## src/rtl/keypad_input_pkg.sv

```systemverilog
// keypad_input_pkg: shared FSM states, row drive constants and key code helpers
package keypad_input_pkg;

    typedef enum logic [1:0] {
        ST_SCAN,
        ST_DEBOUNCE,
        ST_HOLD
    } state_t;

    localparam logic [3:0] ROW0 = 4'b1110;
    localparam logic [3:0] ROW1 = 4'b1101;
    localparam logic [3:0] ROW2 = 4'b1011;
    localparam logic [3:0] ROW3 = 4'b0111;

    // Hex value of the key at row r, column c is simply 4*r + c.
    function automatic logic [3:0] key_hex(input logic [1:0] r, input logic [1:0] c);
        return {r, c};
    endfunction

    // Index of the lowest zero bit; used on one-cold rows and single-low columns.
    function automatic logic [1:0] low_idx(input logic [3:0] v);
        return !v[0] ? 2'd0 : !v[1] ? 2'd1 : !v[2] ? 2'd2 : 2'd3;
    endfunction

endpackage

```

## src/rtl/keypad_input_scan_tick.sv

```systemverilog
// scan_tick_gen: free-running prescaler, tick when the counter is all-ones
module scan_tick_gen #(
    parameter int TICK_W = 11
) (
    input  logic clk,
    input  logic rst,
    output logic tick
);

    logic [TICK_W-1:0] cnt_q, cnt_d;

    // Next prescaler value; wraps naturally at 2^TICK_W.
    always_comb cnt_d = cnt_q + TICK_W'(1);

    // Prescaler register.
    always_ff @(posedge clk or posedge rst) begin
        if (rst) cnt_q <= '0;
        else     cnt_q <= cnt_d;
    end

    assign tick = &cnt_q;

endmodule

```

## src/rtl/keypad_input.sv

```systemverilog
// keypad_input: 4x4 keypad scanner with debounce, hex digit shift register
module keypad_input
    import keypad_input_pkg::*;
#(
    parameter int TICK_W   = 11,
    parameter int DEBOUNCE = 4
) (
    input  logic        clk,
    input  logic        rst,
    input  logic [3:0]  col,
    output logic [3:0]  row,
    input  logic        clear,
    output logic [31:0] data,
    output logic        key_valid,
    output logic [3:0]  key_code
);

    localparam logic [3:0] DB = 4'(DEBOUNCE);

    logic        tick;
    logic [3:0]  col_s1_q, col_s2_q;
    state_t      state_q, state_d;
    logic [3:0]  row_q, row_d;
    logic [3:0]  cap_q, cap_d;
    logic [3:0]  cnt_q, cnt_d;
    logic [3:0]  key_code_q, key_code_d;
    logic [31:0] data_q, data_d;
    logic        key_valid_q, key_valid_d;
    logic [3:0]  cnt_inc, rot, hex;
    logic        one_low, accept;

    scan_tick_gen #(.TICK_W(TICK_W)) u_tick (
        .clk (clk),
        .rst (rst),
        .tick(tick)
    );

    // Two-flop synchroniser on the column sense lines; idle level is all-ones.
    always_ff @(posedge clk or posedge rst) begin
        if (rst) begin
            col_s1_q <= 4'hF;
            col_s2_q <= 4'hF;
        end else begin
            col_s1_q <= col;
            col_s2_q <= col_s1_q;
        end
    end

    // Scan/debounce/hold decisions on ticks; accept loads the code and data shift.
    always_comb begin
        cnt_inc = cnt_q + 4'd1;
        rot     = {row_q[2:0], row_q[3]};
        one_low = $countones(~col_s2_q) == 1;
        hex     = key_hex(low_idx(row_q), low_idx(col_s2_q));
        state_d = state_q;
        row_d   = row_q;
        cap_d   = cap_q;
        cnt_d   = cnt_q;
        accept  = 1'b0;
        if (tick) begin
            case (state_q)
                ST_SCAN: begin
                    if (one_low) begin
                        cap_d   = col_s2_q;
                        accept  = DB == 4'd1;
                        cnt_d   = accept ? 4'd0 : 4'd1;
                        state_d = accept ? ST_HOLD : ST_DEBOUNCE;
                    end else begin
                        row_d = rot;
                    end
                end
                ST_DEBOUNCE: begin
                    if (col_s2_q == cap_q) begin
                        accept  = cnt_inc == DB;
                        cnt_d   = accept ? 4'd0 : cnt_inc;
                        state_d = accept ? ST_HOLD : ST_DEBOUNCE;
                    end else begin
                        cnt_d   = 4'd0;
                        state_d = ST_SCAN;
                        row_d   = rot;
                    end
                end
                ST_HOLD: begin
                    if (col_s2_q == 4'hF) begin
                        cnt_d   = cnt_inc == DB ? 4'd0 : cnt_inc;
                        state_d = cnt_inc == DB ? ST_SCAN : ST_HOLD;
                        row_d   = cnt_inc == DB ? rot : row_q;
                    end else begin
                        cnt_d = 4'd0;
                    end
                end
                default: state_d = ST_SCAN;
            endcase
        end
        key_valid_d = accept;
        key_code_d  = accept ? hex : key_code_q;
        data_d      = clear ? 32'h0 : accept ? {data_q[27:0], hex} : data_q;
    end

    // State, row drive, counters and output registers.
    always_ff @(posedge clk or posedge rst) begin
        if (rst) begin
            state_q     <= ST_SCAN;
            row_q       <= ROW0;
            cap_q       <= 4'hF;
            cnt_q       <= 4'd0;
            key_code_q  <= 4'd0;
            data_q      <= 32'h0;
            key_valid_q <= 1'b0;
        end else begin
            state_q     <= state_d;
            row_q       <= row_d;
            cap_q       <= cap_d;
            cnt_q       <= cnt_d;
            key_code_q  <= key_code_d;
            data_q      <= data_d;
            key_valid_q <= key_valid_d;
        end
    end

    assign row       = row_q;
    assign data      = data_q;
    assign key_valid = key_valid_q;
    assign key_code  = key_code_q;

endmodule

```

## config.mk

```make
export PLATFORM = sky130hd
export DESIGN_NAME = keypad_input
export DESIGN_NICKNAME = d
export VERILOG_FILES = /design/src/rtl/keypad_input_pkg.sv /design/src/rtl/keypad_input_scan_tick.sv /design/src/rtl/keypad_input.sv
export SDC_FILE = /design/constraint.sdc
export NUM_CORES = 1
export LEC_CHECK = 0
export ABC_AREA = 0
export CELL_PAD_IN_SITES_DETAIL_PLACEMENT = 0
export CELL_PAD_IN_SITES_GLOBAL_PLACEMENT = 1
export CORE_MARGIN = 4
export CORE_UTILIZATION = 43
export CTS_CLUSTER_SIZE = 10
export DETAILED_ROUTE_END_ITERATION = 6
export PLACE_DENSITY = 0.76
export REMOVE_ABC_BUFFERS = 1
export SYNTH_ARGS = -nofsm -noshare
export SYNTH_HDL_FRONTEND = slang
export SYNTH_SLANG_ARGS = --single-unit
export TNS_END_PERCENT = 5
```

## constraint.sdc

```tcl
create_clock -name clk -period 3 [get_ports clk]
set_clock_uncertainty 0.15 [all_clocks]
set_input_delay 0.6 -clock clk [delete_from_list [all_inputs] [get_ports clk]]
set_output_delay 0.6 -clock clk [all_outputs]
set_load 0.01 [all_outputs]
```

After elaboration in Yosys (flattened, before gate mapping)
Cells that the tools add are included.
{ "totals": {"reg_bits": 70, "output_inout_bits": 41} }
{ "classes": {"n_reduce_logical": 8, "add_sub_neg": 5, "n_mux": 27, "bitwise_logic": 1, "n_eq_ne": 11} }
{ "op_table": {"columns": ["operator", "n"], "rows": [
  ["32-bit two-way mux", 2],
  ["13-bit AND reduction", 3],
  ["4-bit two-way mux", 8],
  ["4-bit one-hot mux with 3 select lines", 2],
  ["2-bit two-way mux", 9],
  ["16-bit AND reduction", 1],
  ["11-bit by 1-bit adder with 11-bit output, second input constant", 1],
  ["11-bit AND reduction", 1],
  ["2-bit != test, second input constant", 5],
  ["2-bit one-hot mux with 3 select lines", 1],
  ["1-bit two-way mux", 5],
  ["1-bit by 1-bit adder with 2-bit output", 2],
  ["4-bit by 1-bit adder with 4-bit output, second input constant", 1],
  ["4-bit by 3-bit == test with 1-bit output, second input constant", 1],
  ["4-bit == test", 1],
  ["4-bit == test, second input constant", 1],
  ["4-bit inverter", 1],
  ["2-bit by 2-bit adder with 3-bit output", 1],
  ["3-bit by 1-bit == test with 1-bit output, second input constant", 1],
  ["3-bit nonzero test", 1],
  ["2-bit by 1-bit == test with 1-bit output, second input constant", 1],
  ["2-bit == test, second input constant", 1],
  ["2-bit logical NOT", 1],
  ["2-bit nonzero test", 1]
]} }

Longest topological paths before layout
{ "logic_depth": {"word_depth": 7, "mapped_depth": 9, "depth_no_buf": 9} }

By module
Synthesis repeated with hierarchy kept, for this count alone.
{ "unflattened": {"cells_unflattened": 260, "hier_area_um2": 3200.6} }
{ "by_module_without_submodules": {"columns": ["module", "seq_area_each_um2", "area_per_inst_um2", "instances", "cells_each"], "rows": [
  ["keypad_input", 1495.2, 2743.9, 1, 224],
  ["scan_tick_gen", 275.3, 456.7, 1, 36]
]} }

Worst setup path after synthesis
OpenSTA, ideal clock, no wires.
{ "synth_timing": {"path_kind": "reg-to-reg", "startpoint": "reg col_s2_q[0]", "endpoint": "reg row_q[0] (netlist: row[0])", "setup_slack_ns": 0.347, "t_arrival_ns": 2.379, "required_time_ns": 2.725, "setup_ns": 0.125, "path_buffers": 0, "path_stages_with_launch": 10, "period_less_slack_ns": 2.653, "cell_sequence": "dfstp_2 > fa_1 > inv_1 > ha_1 > ha_1 > nor3b_1 > nand2_1 > nand4_1 > a211oi_1 > mux2_2"} }
{ "synth_between": {"elab_chain_len": 6, "elab_cells_between_ends": 10, "classes_between": "add/sub (2); eq/ne (6); bitwise (1); reduce/logical (1)"} }
{ "synth_rtl": {"columns": ["element", "line_no", "rtl"], "rows": [
  ["start, declared", "keypad_input.sv:21", "logic [3:0] col_s1_q, col_s2_q;"],
  ["start signal, assigned", "keypad_input.sv:45", "col_s2_q <= col_s1_q;"],
  ["4-bit inverter", "keypad_input.sv:53", "one_low = $countones(~col_s2_q) == 1;"],
  ["1-bit by 1-bit adder with 2-bit output (not written as such)", "keypad_input.sv:53", null],
  ["2-bit by 2-bit adder with 3-bit output (not written as such)", "keypad_input.sv:53", null],
  ["3-bit by 1-bit == test with 1-bit output", "keypad_input.sv:53", null],
  ["2-bit != test (no line)", null, null],
  ["16-bit AND reduction (no line) *", null, null],
  ["end signal, assigned", "keypad_input.sv:112", "row_q <= row_d;"],
  ["end, declared", "keypad_input.sv:23", "logic [3:0] row_q, row_d;"]
]} }
Every way passes the cells marked *; elsewhere a longest branch is shown, timed or not.
A chain may end at the register's enable or synchronous reset.

Worst setup path in the final report
{ "layout_timing": {"startpoint": "reg col_s2_q[1]", "endpoint": "reg cnt_q[2]"} }
{ "layout_between": {"elab_chain_len": 6, "elab_cells_between_ends": 11, "classes_between": "add/sub (2); eq/ne (4); mux (3); bitwise (1); reduce/logical (1)"} }
{ "layout_rtl": {"columns": ["element", "line_no", "rtl"], "rows": [
  ["4-bit inverter", "keypad_input.sv:53", null],
  ["1-bit by 1-bit adder with 2-bit output (not written as such)", "keypad_input.sv:53", null],
  ["2-bit by 2-bit adder with 3-bit output (not written as such)", "keypad_input.sv:53", null],
  ["3-bit by 1-bit == test with 1-bit output", "keypad_input.sv:53", null],
  ["2-bit != test (no line)", null, null],
  ["13-bit AND reduction (no line)", null, null],
  ["end signal, assigned", "keypad_input.sv:114", "cnt_q <= cnt_d;"],
  ["end, declared", "keypad_input.sv:25", "logic [3:0] cnt_q, cnt_d;"]
]} }
Several ways; a longest one is shown, not always the timed one.

==> results.ini <==
[synthesis]
synth_async_sr_flop_share_pct=100
ys_seq_area_share_pct=57.3
yosysUniqueCellTypes=39
yosysWarnings=0
syn_avg_cell_area_um2=12.1
synth_edf_count=0
synthCells=256
synthFlopType=dfrtp_1
ys_ff_latch=70
synth_area_um2=3090

[floorplan]
coreArea_um2=6910
die_x_um=92.8
die_area_um2=8610
start_util_pct=44.8
io_pins=48
fp.dieH_um=92.8
num_rows=30

[timing]
rsz0062_at_grt=false
relSlewSlack_pct=64.8
finalSetupViolations=0
hold_viol=0
fin_setup_tns_ns=0
clock.fmax_ghz=0.369
period_share_pct=90.4
period_minus_slack_ns=2.71
drv_slew=0
worst_pin_slew_ns=0.526

[routing]
firstDrtPassIters=4
vias=2047
ant_nets=0
wirelength_um=5770
drc=0
wl_per_cell_um=14.0
vias_per_cell=4.98
drtIter0Drc=141

[clock_network]
numCtsBuffers=9
clkSinkCount=70
cts.htree.levels=3
cts_hold_buf=0
cts_tree=done
cts_buffer_depth=2
path_clk_slew_ns=0.07
cts-root-buf=clkbuf_8
clk_latency_ns=0.33

[global_routing]
overflow=0
grt_pass1_wl_um=10200
track_usage_pct=15.0
grt_pass1_vias=2112
grt_max_degree=52
grt_antenna_before_repair=0

[worst_setup_path]
worstSetupStartpointType=flop
crit_type=flop to flop
critical_path.top_delay_family=adder cells
worstSetupStartpoint=col_s2_q[1]
reg2reg_slack_ns=0.29
endpoint_kind=flop
timing.rr.start=col_s2_q[1]
crit_chain=fa_1 > inv_1 > ha_1 > ha_1 > nor3b_2 > nand2b_1 > nand3_1 > a22oi_1 > o41ai_1
crit_top_cell=ha_1
cp_slowest_cell=dfstp_2
reg2reg_to=cnt_q[2]
cp_max_fo=6
crit_path_end=cnt_q[2]
path_depth=9
required_ns=3.05
worstPathArrival_ns=2.77
critPathBufInv=1
worst_r2r_path_depth=9
worst_path_largest_cell_delay_ns=0.58

[placed_design]
port_buffers=47
gp_congestion=0.767
post-dp-hpwl_um=3880

[worst_hold_path]
min_path_type=flop to flop
hold_depth=0
hold_start=col_s1_q[2]

[outcome]
status=completed

[finish]
layout.nets=328
syn_to_final_growth_pct=26.7
diodes=0
drive_above_1_share_pct=15.9

[pwr]
power_mw=1.88
irDropWorstVdd_mv=0.254
p_per_area_nw_per_um2=480
leakage_nw=1.63

[job]
max_cap_violations=0

## metal layers
| layer | global-route usage [%] | wire, um |
|---|---|---|
| met2 | 22.7 | 2680 |
| met3 | 3.33 | 226 |
| met5 | 0 | 0 |
| met4 | 7.69 | 130 |
| met1 | 20.1 | 2730 |
## worst min path at each step
stage | endpoint | slack (ns)
final | col_s2_q[2] | 0.21
after global routing | col_s2_q[2] | 0.22
after CTS | col_s2_q[2] | 0.21
after detailed placement | col_s2_q[2] | 0.20
after global placement | col_s2_q[1] | 0.20
after floorplan | col_s2_q[0] | 0.20
## synth_stat cells, drive strengths merged (2+ instances only)
cell,n,area (um2)
inv,13,48.8
ha,10,125
a32o,2,20.0
nor3,3,15.0
dfrtp,55,1380
nand4,2,12.5
nor2,33,124
o21ai,7,35.0
nand2,13,48.8
nand3b,2,15.0
nand3,17,97.6
buf,4,45.0
xnor2,9,78.8
mux2,7,78.8
mux2i,28,280
nand2b,6,37.5
dfstp,15,394
xor2,4,35.0
a31oi,2,18.8
a21oi,5,25.0
clkbuf,3,11.3
## worst register-to-register path, cell delays in order (launching register included)
cell and delay (ns):
dfstp_2 0.58, fa_1 0.42, inv_1 0.07, ha_1 0.14
ha_1 0.23, nor3b_2 0.24, nand2b_1 0.18, nand3_1 0.20
a22oi_1 0.28, o41ai_1 0.11
## through the flow
step / utilization (%) / cell area, um2 / hold WS [ns] / setup slack, ns / instances
6_report: 56.7 / 3920 / 0.205 / 0.289 / 411
5_1_grt: 56.7 / 3920 / 0.216 / 0.0402 / 411
4_1_cts: 56.6 / 3910 / 0.207 / 0.169 / 411
3_5_place_dp: 53.2 / 3670 / 0.197 / 0.164 / 395
3_3_place_gp: 53.2 / 3670 / 0.196 / 0.223 / 395
2_1_floorplan: - / 3040 / 0.195 / -0.269 / 249
## power by group
part	switching, mW	total [mW]	internal, mW
clock	0.329	0.864	0.536
combinational	0.0369	0.0578	0.0209
sequential	0.00503	0.959	0.954
total	0.371	1.88	1.51
## logic make-up after synthesis
kind of cell	count (synthesis)	synth area share (%)
adder cells (fa/ha/maj)	11	4.69
buffers and inverters	20	3.40
flip-flops	70	57.3
multiplexers	35	11.6
AO/OA/AOI/OAI	23	4.98
XOR/XNOR	13	3.68
AND/OR/NAND/NOR	84	14.4
## state kept, by name (all words and copies together), names as in the netlist, 4 cells and up
| name | flops |
|---|---|
| cap_q | 4 |
| cnt_q | 4 |
| col_s1_q | 4 |
| col_s2_q | 4 |
| data | 32 |
| key_code | 4 |
| row | 4 |
| u_tick.cnt_q | 11 |
## placed cells by master (no fill, tap or decap), types with 2 or more instances in the layout
cell type	netlist	routed
dfrtp_1	55	55
clkdlybuf4s50_1	0	47
nor2_1	33	33
mux2i_1	28	28
nand3_1	16	16
dfstp_2	15	15
nand2_1	13	13
inv_1	13	12
clkbuf_8	0	12
ha_1	10	10
xnor2_1	9	9
mux2_2	7	7
o21ai_0	7	7
nand2b_1	6	6
a21oi_1	5	5
xor2_1	4	4
nor3_1	3	3
nand3b_1	2	2
nand4_1	2	2
a32o_1	2	2
bufinv_16	0	2
buf_12	0	2
## area by class of cell
type	count	area [um2]
clock inverters	3	65.1
inverters	13	48.8
flip-flops and latches	70	1770
fillers	635	2990
multi-input cells	166	1230
well taps	96	120
repair buffers	50	518
clock buffers	13	169
## repair_timing
action                                 in CTS  in global routing
setup endpoints to repair                   0                  3
buffers inserted                            0                  0
endpoints found under the hold margin       0                  0
resized for setup                           0                  2
Power figures use the tool's default switching activity.
